**config.mk**
```make
export PLATFORM = sky130hd
export DESIGN_NAME = ccp_dual_push_rr_sched
export DESIGN_NICKNAME = d
export VERILOG_FILES = /design/src/rtl/ccp_dual_push_rr_sched.sv
export SDC_FILE = /design/constraint.sdc
export NUM_CORES = 1
export LEC_CHECK = 0
export ABC_AREA = 1
export CORE_MARGIN = 1.5
export CORE_UTILIZATION = 30
export CTS_CLUSTER_DIAMETER = 30
export DETAILED_ROUTE_END_ITERATION = 16
export MAX_ROUTING_LAYER = met4
export PLACE_DENSITY = 0.65
export REMOVE_ABC_BUFFERS = 1
export SLEW_MARGIN = 40
export SYNTH_ARGS = -nofsm -noshare
export SYNTH_HDL_FRONTEND = slang
export SYNTH_SLANG_ARGS = --single-unit
export TNS_END_PERCENT = 50
```
**constraint.sdc**
```tcl
create_clock -name clk -period 4.2 [get_ports clk]
set_input_delay 0.84 -clock clk [delete_from_list [all_inputs] [get_ports clk]]
set_output_delay 0.84 -clock clk [all_outputs]
set_load 0.01 [all_outputs]
```
**src/rtl/ccp_dual_push_rr_sched.sv**
```systemverilog
// Round-robin scheduler feeding the CCP dual-write-port queue: up to two grants per cycle,
// occupancy tracking against overflow/underflow, and a drain handshake.
module ccp_dual_push_rr_sched #(
  parameter int NUM_REQ     = 4,
  parameter int MEM_W       = 4,
  parameter int QUEUE_DEPTH = 4,
  parameter int CNT_W       = $clog2(QUEUE_DEPTH + 1),
  parameter int IDX_W       = $clog2(NUM_REQ)
) (
  input  logic                     clk,
  input  logic                     reset_n,
  input  logic [NUM_REQ-1:0]       req_valid,
  input  logic [NUM_REQ*MEM_W-1:0] req_data,
  output logic [NUM_REQ-1:0]       req_ready,
  input  logic                     pop,
  output logic                     push_1,
  output logic [MEM_W-1:0]         data_in_1,
  output logic                     push_2,
  output logic [MEM_W-1:0]         data_in_2,
  output logic [CNT_W-1:0]         occupancy,
  output logic                     q_empty,
  output logic                     q_full,
  input  logic                     drain_req,
  output logic                     drain_done,
  output logic                     pop_err
);

  typedef enum logic {RUN, DRAIN} state_t;

  state_t           state, state_next;
  logic             drain_done_next;
  logic [IDX_W-1:0] rr_ptr, rr_ptr_next, g1, g2, last_idx;
  logic [IDX_W:0]   cand;
  logic             g1_found, g2_found, grant_1, grant_2;
  logic [1:0]       gmax, npush;
  logic             popv;
  logic [MEM_W-1:0] req_word [NUM_REQ];

  for (genvar gi = 0; gi < NUM_REQ; gi++) begin : g_unpack
    assign req_word[gi] = req_data[gi*MEM_W +: MEM_W];
  end

  // Same-cycle pop is deliberately not credited, so pop never reaches the grant logic.
  always_comb begin
    gmax = 2'd0;
    if (reset_n && state == RUN && !drain_req) begin
      if (int'(occupancy) + 2 <= QUEUE_DEPTH)      gmax = 2'd2;
      else if (int'(occupancy) + 1 <= QUEUE_DEPTH) gmax = 2'd1;
    end
  end

  // Circular scan from rr_ptr: first valid is the older grant, second valid the younger.
  always_comb begin
    g1_found = 1'b0;
    g2_found = 1'b0;
    g1       = '0;
    g2       = '0;
    cand     = '0;
    for (int k = 0; k < NUM_REQ; k++) begin
      cand = {1'b0, rr_ptr} + (IDX_W+1)'(k);
      if (cand >= (IDX_W+1)'(NUM_REQ)) cand = cand - (IDX_W+1)'(NUM_REQ);
      if (req_valid[cand[IDX_W-1:0]]) begin
        if (!g1_found) begin
          g1_found = 1'b1;
          g1       = cand[IDX_W-1:0];
        end else if (!g2_found) begin
          g2_found = 1'b1;
          g2       = cand[IDX_W-1:0];
        end
      end
    end
  end

  assign grant_1 = g1_found && (gmax != 2'd0);
  assign grant_2 = g2_found && (gmax == 2'd2);

  always_comb begin
    req_ready = '0;
    if (grant_1) req_ready[g1] = 1'b1;
    if (grant_2) req_ready[g2] = 1'b1;
  end

  assign push_1    = grant_1;
  assign push_2    = grant_2;
  assign data_in_1 = grant_1 ? req_word[g1] : '0;
  assign data_in_2 = grant_2 ? req_word[g2] : '0;

  always_comb begin
    last_idx    = grant_2 ? g2 : g1;
    rr_ptr_next = rr_ptr;
    if (grant_1) begin
      if (last_idx == IDX_W'(NUM_REQ - 1)) rr_ptr_next = '0;
      else                                 rr_ptr_next = last_idx + 1'b1;
    end
  end

  // A pop with an empty queue still succeeds when a push bypasses into it this cycle.
  assign npush = {1'b0, grant_1} + {1'b0, grant_2};
  assign popv  = pop && (occupancy != '0 || grant_1);

  always_comb begin
    state_next      = state;
    drain_done_next = 1'b0;
    case (state)
      RUN:   if (drain_req) state_next = DRAIN;
      DRAIN: if (occupancy == '0) begin
        state_next      = RUN;
        drain_done_next = 1'b1;
      end
      default: state_next = RUN;
    endcase
  end

  always_ff @(posedge clk or negedge reset_n) begin
    if (!reset_n) begin
      state      <= RUN;
      rr_ptr     <= '0;
      occupancy  <= '0;
      drain_done <= 1'b0;
      pop_err    <= 1'b0;
    end else begin
      state      <= state_next;
      rr_ptr     <= rr_ptr_next;
      occupancy  <= occupancy + CNT_W'(npush) - CNT_W'(popv);
      drain_done <= drain_done_next;
      if (pop && occupancy == '0 && npush == 2'd0) pop_err <= 1'b1;
    end
  end

  assign q_empty = (occupancy == '0);
  assign q_full  = (occupancy == CNT_W'(QUEUE_DEPTH));

endmodule

```
==> out/summary.txt, run 1 <==
Worst path max stage delay: 0.61 ns
Number of library cell types mapped by synthesis: 35
DR WL/cell: 12.2 um
Die H: 74.0 um
Layout cells sized above 1: 24.8%
CTS tree: done
Via count: 1602
Initial Util: 31.6%
Final Cycle Share: 97.2%
Gr ovfl total: 0
Die Area: 0.00547 sq mm
CP max FO: 8
Post-synthesis register bit count: 8
Leakage: 1.15 nW
Ranking of synthesized cells by area: dfrtp_1 13%, nand2_1 11%, nand3_1 9.6%
Final Instance Area: 0.00213 sq mm
Post-CTS Hold Buffers: 0
Global placer's final weighted congestion: 0.840
Clk Latency, worst-skew pair: 0.23 ns
Critical Path RT: 3.36 ns
Fin. Hold Viols: 0
Largest net degree at the start of global routing: 22
Delay-heaviest family, CP: buffers and inverters
Row count: 25
CP dominant cell by count: nand2_4
Die width: 74.0 um
Async SR Flop Fraction: 100%
First-pass GRT wire length: 6810 um
Total GRT Usage: 15.8%
Seq/Total Area, Yosys: 13.2%
Final net count: 304
Post-Route WL: 4100 um
Kind of critical path: input pin to output pin
Critical Path, Cell by Cell: clkdlybuf4s50_1 -> inv_1 -> nand2_4 -> nand3_2 -> nand2_4 -> buf_4 -> nor2_8 -> nor2_1 -> o21ai_2 -> nand2_4 -> inv_2 -> nand3_1 -> o31ai_1 -> clkdlybuf4s50_1
Yosys Warn Count: 0
DP Wirelength: 3230 um
Worst min path class: flip-flop to flip-flop
First-pass DRT Iterations: 4
Hold path startpoint: pop_err$_DFFE_PN0P_
Final setup viols: 0
Reg2reg setup slack: 0.88 ns
Clock Tree Buf Depth: 2
Worst Setup End Kind: output pin
Initial drt markers: 86
Post-synth top area share: 13.2%
Cell count along the critical path: 14
CTS root buffer: clkbuf_8
IO buf count: 44
Worst slew pin tran: 0.493 ns
Synthesized area per cell: 6.93 sq um
Area Overhead vs Synth: 41.1%
Reg2reg start: rr_ptr[0]$_DFFE_PN0P_
Initial antenna violation count: 0
Most common cell in the synthesized netlist: nand2_1
Clock Skew: 0.00305 ns
Status: complete, no violations
# diodes: 0
VDD IR max: 0.381 mV
Multi-input gate area: 0.00115 sq mm
Fin. max-slew vios: 0
Core Util, Final: 44.5%
Worst setup path startpoint: req_valid[2]
Max stage delay cell, worst path: clkdlybuf4s50_1
Ports: 45
PD cells: 927 mW/mm^2
Max Freq: 245 MHz
Num CTS Buffers: 3
EDFF count, synth: 0
R2R cell count: 19
Hold Path Depth: 1
Startpoint types: input pin
Number of remaining DRC errors: 0
Leading area contributor after synthesis: dfrtp_1
Dpl cell area: 0.00204 sq mm
Vias in the first global route: 1544
Netlist Area Pre-Place: 0.00151 sq mm
Arr. time, crit path: 3.24 ns
Fillers: 481
Core area: 0.00479 sq mm
Post-Synthesis Cells: 218
Top post-synthesis cells by count: 46 x nand2_1, 29 x nand3_1, 25 x inv_1, 14 x nand2_2, 10 x nor3_1
Max-cap violations: 0
Final ANT Viol Nets: 0
Clk pin slew, worst setup/hold paths: 0.04 ns
H-tree levels: 1
Seq. cell area: 200 sq um
Via density: 4.75
Relative max-transition margin: 66.9%
Clock sinks: 8
Fin crit period: 4.08 ns
Top FF cell, synth: dfrtp_1
Crit path buf inv count: 5
## power by group
group	switching [mW]	internal (mW)
Sequential	0.0546	0.116
Combinational	1.09	0.624
Clock	0.0333	0.0624
Total	1.17	0.802
## cell type report
class	count	share of cell area [%]
tap	67	3.93
timing repair buffer	53	24.9
sequential	8	9.39
multi-input combinational	172	53.8
inverter	34	6.10
clock buffer	3	1.94
## kinds of logic (layout without fill, tap and decap cells)
kind of cell | count (synthesis) | in the layout | share of synthesized area (%)
and+or+nand+nor | 143 | 144 | 58.4
buffers and inverters | 39 | 90 | 12.5
AOI/OAI and AO/OA | 18 | 18 | 7.53
adders and majority gates | 8 | 8 | 7.12
DFF | 8 | 8 | 13.2
xor gates and xnor gates | 2 | 2 | 1.16
## layout by cell type, fill, tap and decap left out, types with 3 or more instances in the layout
| cell | count |
|---|---|
| o21ai_2 | 3 |
| o21ai_1 | 6 |
| nand2_2 | 14 |
| nand3_1 | 28 |
| nor2_8 | 3 |
| buf_4 | 9 |
| clkdlybuf4s50_1 | 35 |
| ha_1 | 7 |
| inv_2 | 8 |
| o21ai_0 | 4 |
| nand2_1 | 45 |
| nand4_1 | 5 |
| nor3_1 | 10 |
| clkbuf_8 | 3 |
| nand2_4 | 10 |
| nand3_2 | 5 |
| dlymetal6s2s_1 | 9 |
| nor3_2 | 4 |
| inv_1 | 25 |
| nand3b_1 | 4 |
| nor2_1 | 9 |
| dfrtp_1 | 8 |
## metal layers
metal | GRT usage (%) | part of all wire [%] | up-vias
met5 | - | 0 | -
met4 | 2.47 | 0.61 | 0
met3 | 1.22 | 2.7 | 3
met2 | 27.7 | 52 | 28
met1 | 20.1 | 44 | 746
li1 | - | - | 825
## final timing paths
| path | end |
|---|---|
| worst max-delay path | req_ready[1] |
| worst min-delay path | pop_err$_DFFE_PN0P_ |
| worst max register to register | occupancy[2]$_DFF_PN0_ |
| worst min register to register | pop_err$_DFFE_PN0P_ |
| max in group asynchronous | rr_ptr[0]$_DFFE_PN0P_ |
| min in group asynchronous | state$_DFF_PN0_ |
## sequential cells by signal, indices dropped and copies added (netlist names)
signal      count
rr_ptr          2
occupancy       3
state           1
drain_done      1
pop_err         1
## timing repair
item | in CTS | in global routing
setup endpoints to repair | 0 | 12
gates resized for setup | 0 | 13
buffers inserted | 0 | 0
## through the flow
step | TNS [ns] | power, mW | setup WS (ns) | hold slack [ns] | instances
after floorplan | 0 | 1.38 | 1.03 | 0.482 | 213
after global placement | 0 | 1.79 | 0.0419 | 0.457 | 333
after detailed placement | 0 | 1.82 | 0.0120 | 0.464 | 333
after global routing | -0.00168 | 2.18 | -0.00168 | 0.490 | 337
final | 0 | 1.98 | 0.116 | 0.470 | 337
after CTS | 0 | 1.92 | 0.0101 | 0.478 | 336
Note: power is estimated with default switching activity, not from simulation.
==> run 2: changes to the inputs <==
--- a/config.mk
+++ b/config.mk
@@ -13,7 +13,6 @@
 export MAX_ROUTING_LAYER = met4
 export PLACE_DENSITY = 0.65
 export REMOVE_ABC_BUFFERS = 1
-export SLEW_MARGIN = 40
 export SYNTH_ARGS = -nofsm -noshare
 export SYNTH_HDL_FRONTEND = slang
 export SYNTH_SLANG_ARGS = --single-unit
==> constraint.sdc (replaced) <==
create_clock -name clk -period 4.2 [get_ports clk]
set_input_delay 0.84 -clock clk [delete_from_list [all_inputs] [get_ports clk]]
set_output_delay 0.84 -clock clk [all_outputs]
set_load 0.02 [all_outputs]
==> out/summary.txt, run 2 (synthesis results as in run 1) <==
VDD IR max: 0.438 mV
PD cells: 935 mW/mm^2
Multi-input gate area: 0.00113 sq mm
Reg2reg start: rr_ptr[0]$_DFFE_PN0P_
CP max FO: 10
Non-Filler Instances: 341
Row count: 25
Fin crit period: 3.91 ns
Critical Path RT: 3.36 ns
Critical Path, Cell by Cell: clkdlybuf4s50_1 -> inv_1 -> nand2_1 -> nand3_2 -> nand2_4 -> buf_4 -> nor2_8 -> nand2_2 -> o21ai_2 -> inv_2 -> clkdlybuf4s50_1
Initial Util: 31.6%
Max Freq: 256 MHz
Post-Place Cells: 338
Die Area: 0.00547 sq mm
Clock Skew: 0.000577 ns
Relative max-transition margin: 71.5%
CTS root buffer: clkbuf_8
Total GRT Usage: 15.1%
Max stage delay cell, worst path: clkdlybuf4s50_1
Seq. cell area: 200 sq um
Area Overhead vs Synth: 43.6%
First-pass GRT wire length: 6370 um
Final setup viols: 0
Clk pin slew, worst setup/hold paths: 0.04 ns
Hold path startpoint: pop_err$_DFFE_PN0P_
Via density: 4.65
Die H: 74.0 um
RR Endpoint: occupancy[2]$_DFF_PN0_
Worst slew pin tran: 0.424 ns
Reg2reg setup slack: 0.80 ns
DR WL/cell: 11.7 um
IO buf count: 44
Post-CTS Hold Buffers: 0
Number of remaining DRC errors: 0
Gr ovfl total: 0
Ports: 45
Clk Latency, worst-skew pair: 0.23 ns
Fillers: 490
Kind of critical path: input pin to output pin
First-pass DRT Iterations: 4
Layout cells sized above 1: 25.2%
Delay-heaviest family, CP: buffers and inverters
Cell count along the critical path: 11
Global placer's final weighted congestion: 0.836
Most common cell after layout, fill and taps aside: nand2_1
Final ANT Viol Nets: 0
# diodes: 0
Crit path buf inv count: 5
Initial drt markers: 61
Fin. Hold Viols: 0
Most frequent cells in the layout: 46 x nand2_1, 32 x clkdlybuf4s50_1, 29 x nand3_1, 25 x inv_1
Final net count: 308
H-tree levels: 1
Worst path max stage delay: 0.58 ns
Core area: 0.00479 sq mm
Leakage: 1.22 nW
Worst Setup End Kind: output pin
CP dominant cell by count: clkdlybuf4s50_1
Fin. max-slew vios: 0
Startpoint types: input pin
Vias in the first global route: 1422
Max-cap violations: 0
Via count: 1585
Clock sinks: 8
R2R cell count: 17
WHS Endpoint: pop_err$_DFFE_PN0P_
Status: complete, no violations
Arr. time, crit path: 3.07 ns
DP Wirelength: 3210 um
Worst min path class: flip-flop to flip-flop
Dpl cell area: 0.00209 sq mm
Initial antenna violation count: 0
Largest net degree at the start of global routing: 22
Final Instance Area: 0.00217 sq mm
Top reg by flops: occupancy
# Post-CTS Setup Buffers: 0
Final Cycle Share: 93.0%
Post-Route WL: 3980 um
Hold Path Depth: 1
RSZ-0062 raised after global routing: false
Num CTS Buffers: 3
Flip-flop count of the largest register after layout: 3
Die width: 74.0 um
Clock Tree Buf Depth: 2
CTS tree: done
Registers with the most flip-flops: occupancy x3, rr_ptr x2
[run 2: worst max-delay path by stage]
stage | startpoint | slack, ns | endpoint
global route | req_valid[2] | 0.14 | push_1
CTS | req_valid[3] | 0.006 | data_in_2[2]
global placement | req_valid[3] | -0.01 | data_in_1[1]
finish | req_valid[3] | 0.29 | push_1
detailed placement | req_valid[3] | -0.05 | data_in_1[1]
floorplan | req_valid[2] | 0.83 | req_ready[3]
[run 2: repair_timing]
item                                    4_1_cts  5_1_grt
gates cloned                                  0        0
endpoints found under the setup margin        5       12
gates resized for setup                       1       12
[run 2: worst reg2reg max path: cells and delay by family (launching register included)]
kind,cells,cell delay [ns]
adders and majority gates,4,1.00
buffers and inverters,5,0.62
and+or+nand+nor,5,0.58
DFF,1,0.48
xor gates and xnor gates,2,0.34
AOI/OAI and AO/OA,1,0.29
[run 2: area by class of cell]
type / instances / share of cell area [%]
inverter: 34 / 5.99
timing repair buffer: 58 / 27.1
tap: 67 / 3.86
sequential: 8 / 9.22
clock buffer: 3 / 1.90
multi-input combinational: 171 / 51.9
[run 2: power breakdown]
group          switching, mW  internal (mW)  leakage, nW  total [mW]
Combinational           1.10          0.663         1.11        1.76
Clock                 0.0321         0.0622       0.0216      0.0943
Sequential            0.0550          0.116       0.0926       0.171
Total                   1.19          0.842         1.22        2.03
[run 2: layer usage]
metal / up-vias / routed length, um / global-route usage [%]
met1: 722 / 1840 / 20.0
li1: 837 / - / -
met2: 23 / 2020 / 25.3
met3: 3 / 82 / 1.22
met5: - / 0 / -
met4: 0 / 27 / 2.47
[run 2: metrics by stage]
step | hold WS [ns] | TNS [ns] | util [%] | setup WS (ns) | power, mW
detailed placement | 0.461 | -0.166 | 43.8 | -0.0458 | 1.92
floorplan | 0.482 | 0 | - | 0.834 | 1.42
finish | 0.470 | 0 | 45.4 | 0.294 | 2.03
global placement | 0.459 | -0.0176 | 43.8 | -0.0135 | 1.90
global route | 0.485 | 0 | 45.4 | 0.145 | 2.23
CTS | 0.475 | 0 | 44.7 | 0.00574 | 2.04
==> run 3: changes to the inputs <==
--- a/config.mk
+++ b/config.mk
@@ -6,13 +6,16 @@
 export NUM_CORES = 1
 export LEC_CHECK = 0
 export ABC_AREA = 1
+export ABC_CLOCK_PERIOD_IN_PS = 4200
 export CORE_MARGIN = 1.5
 export CORE_UTILIZATION = 30
+export CTS_BUF_LIST = sky130_fd_sc_hd__clkbuf_8
 export CTS_CLUSTER_DIAMETER = 30
 export DETAILED_ROUTE_END_ITERATION = 16
 export MAX_ROUTING_LAYER = met4
 export PLACE_DENSITY = 0.65
 export REMOVE_ABC_BUFFERS = 1
+export SLEW_MARGIN = 10
 export SYNTH_ARGS = -nofsm -noshare
 export SYNTH_HDL_FRONTEND = slang
 export SYNTH_SLANG_ARGS = --single-unit
==> results of run 3 <==
No change in the layout: final DEF, timing and power equal those of run 2.
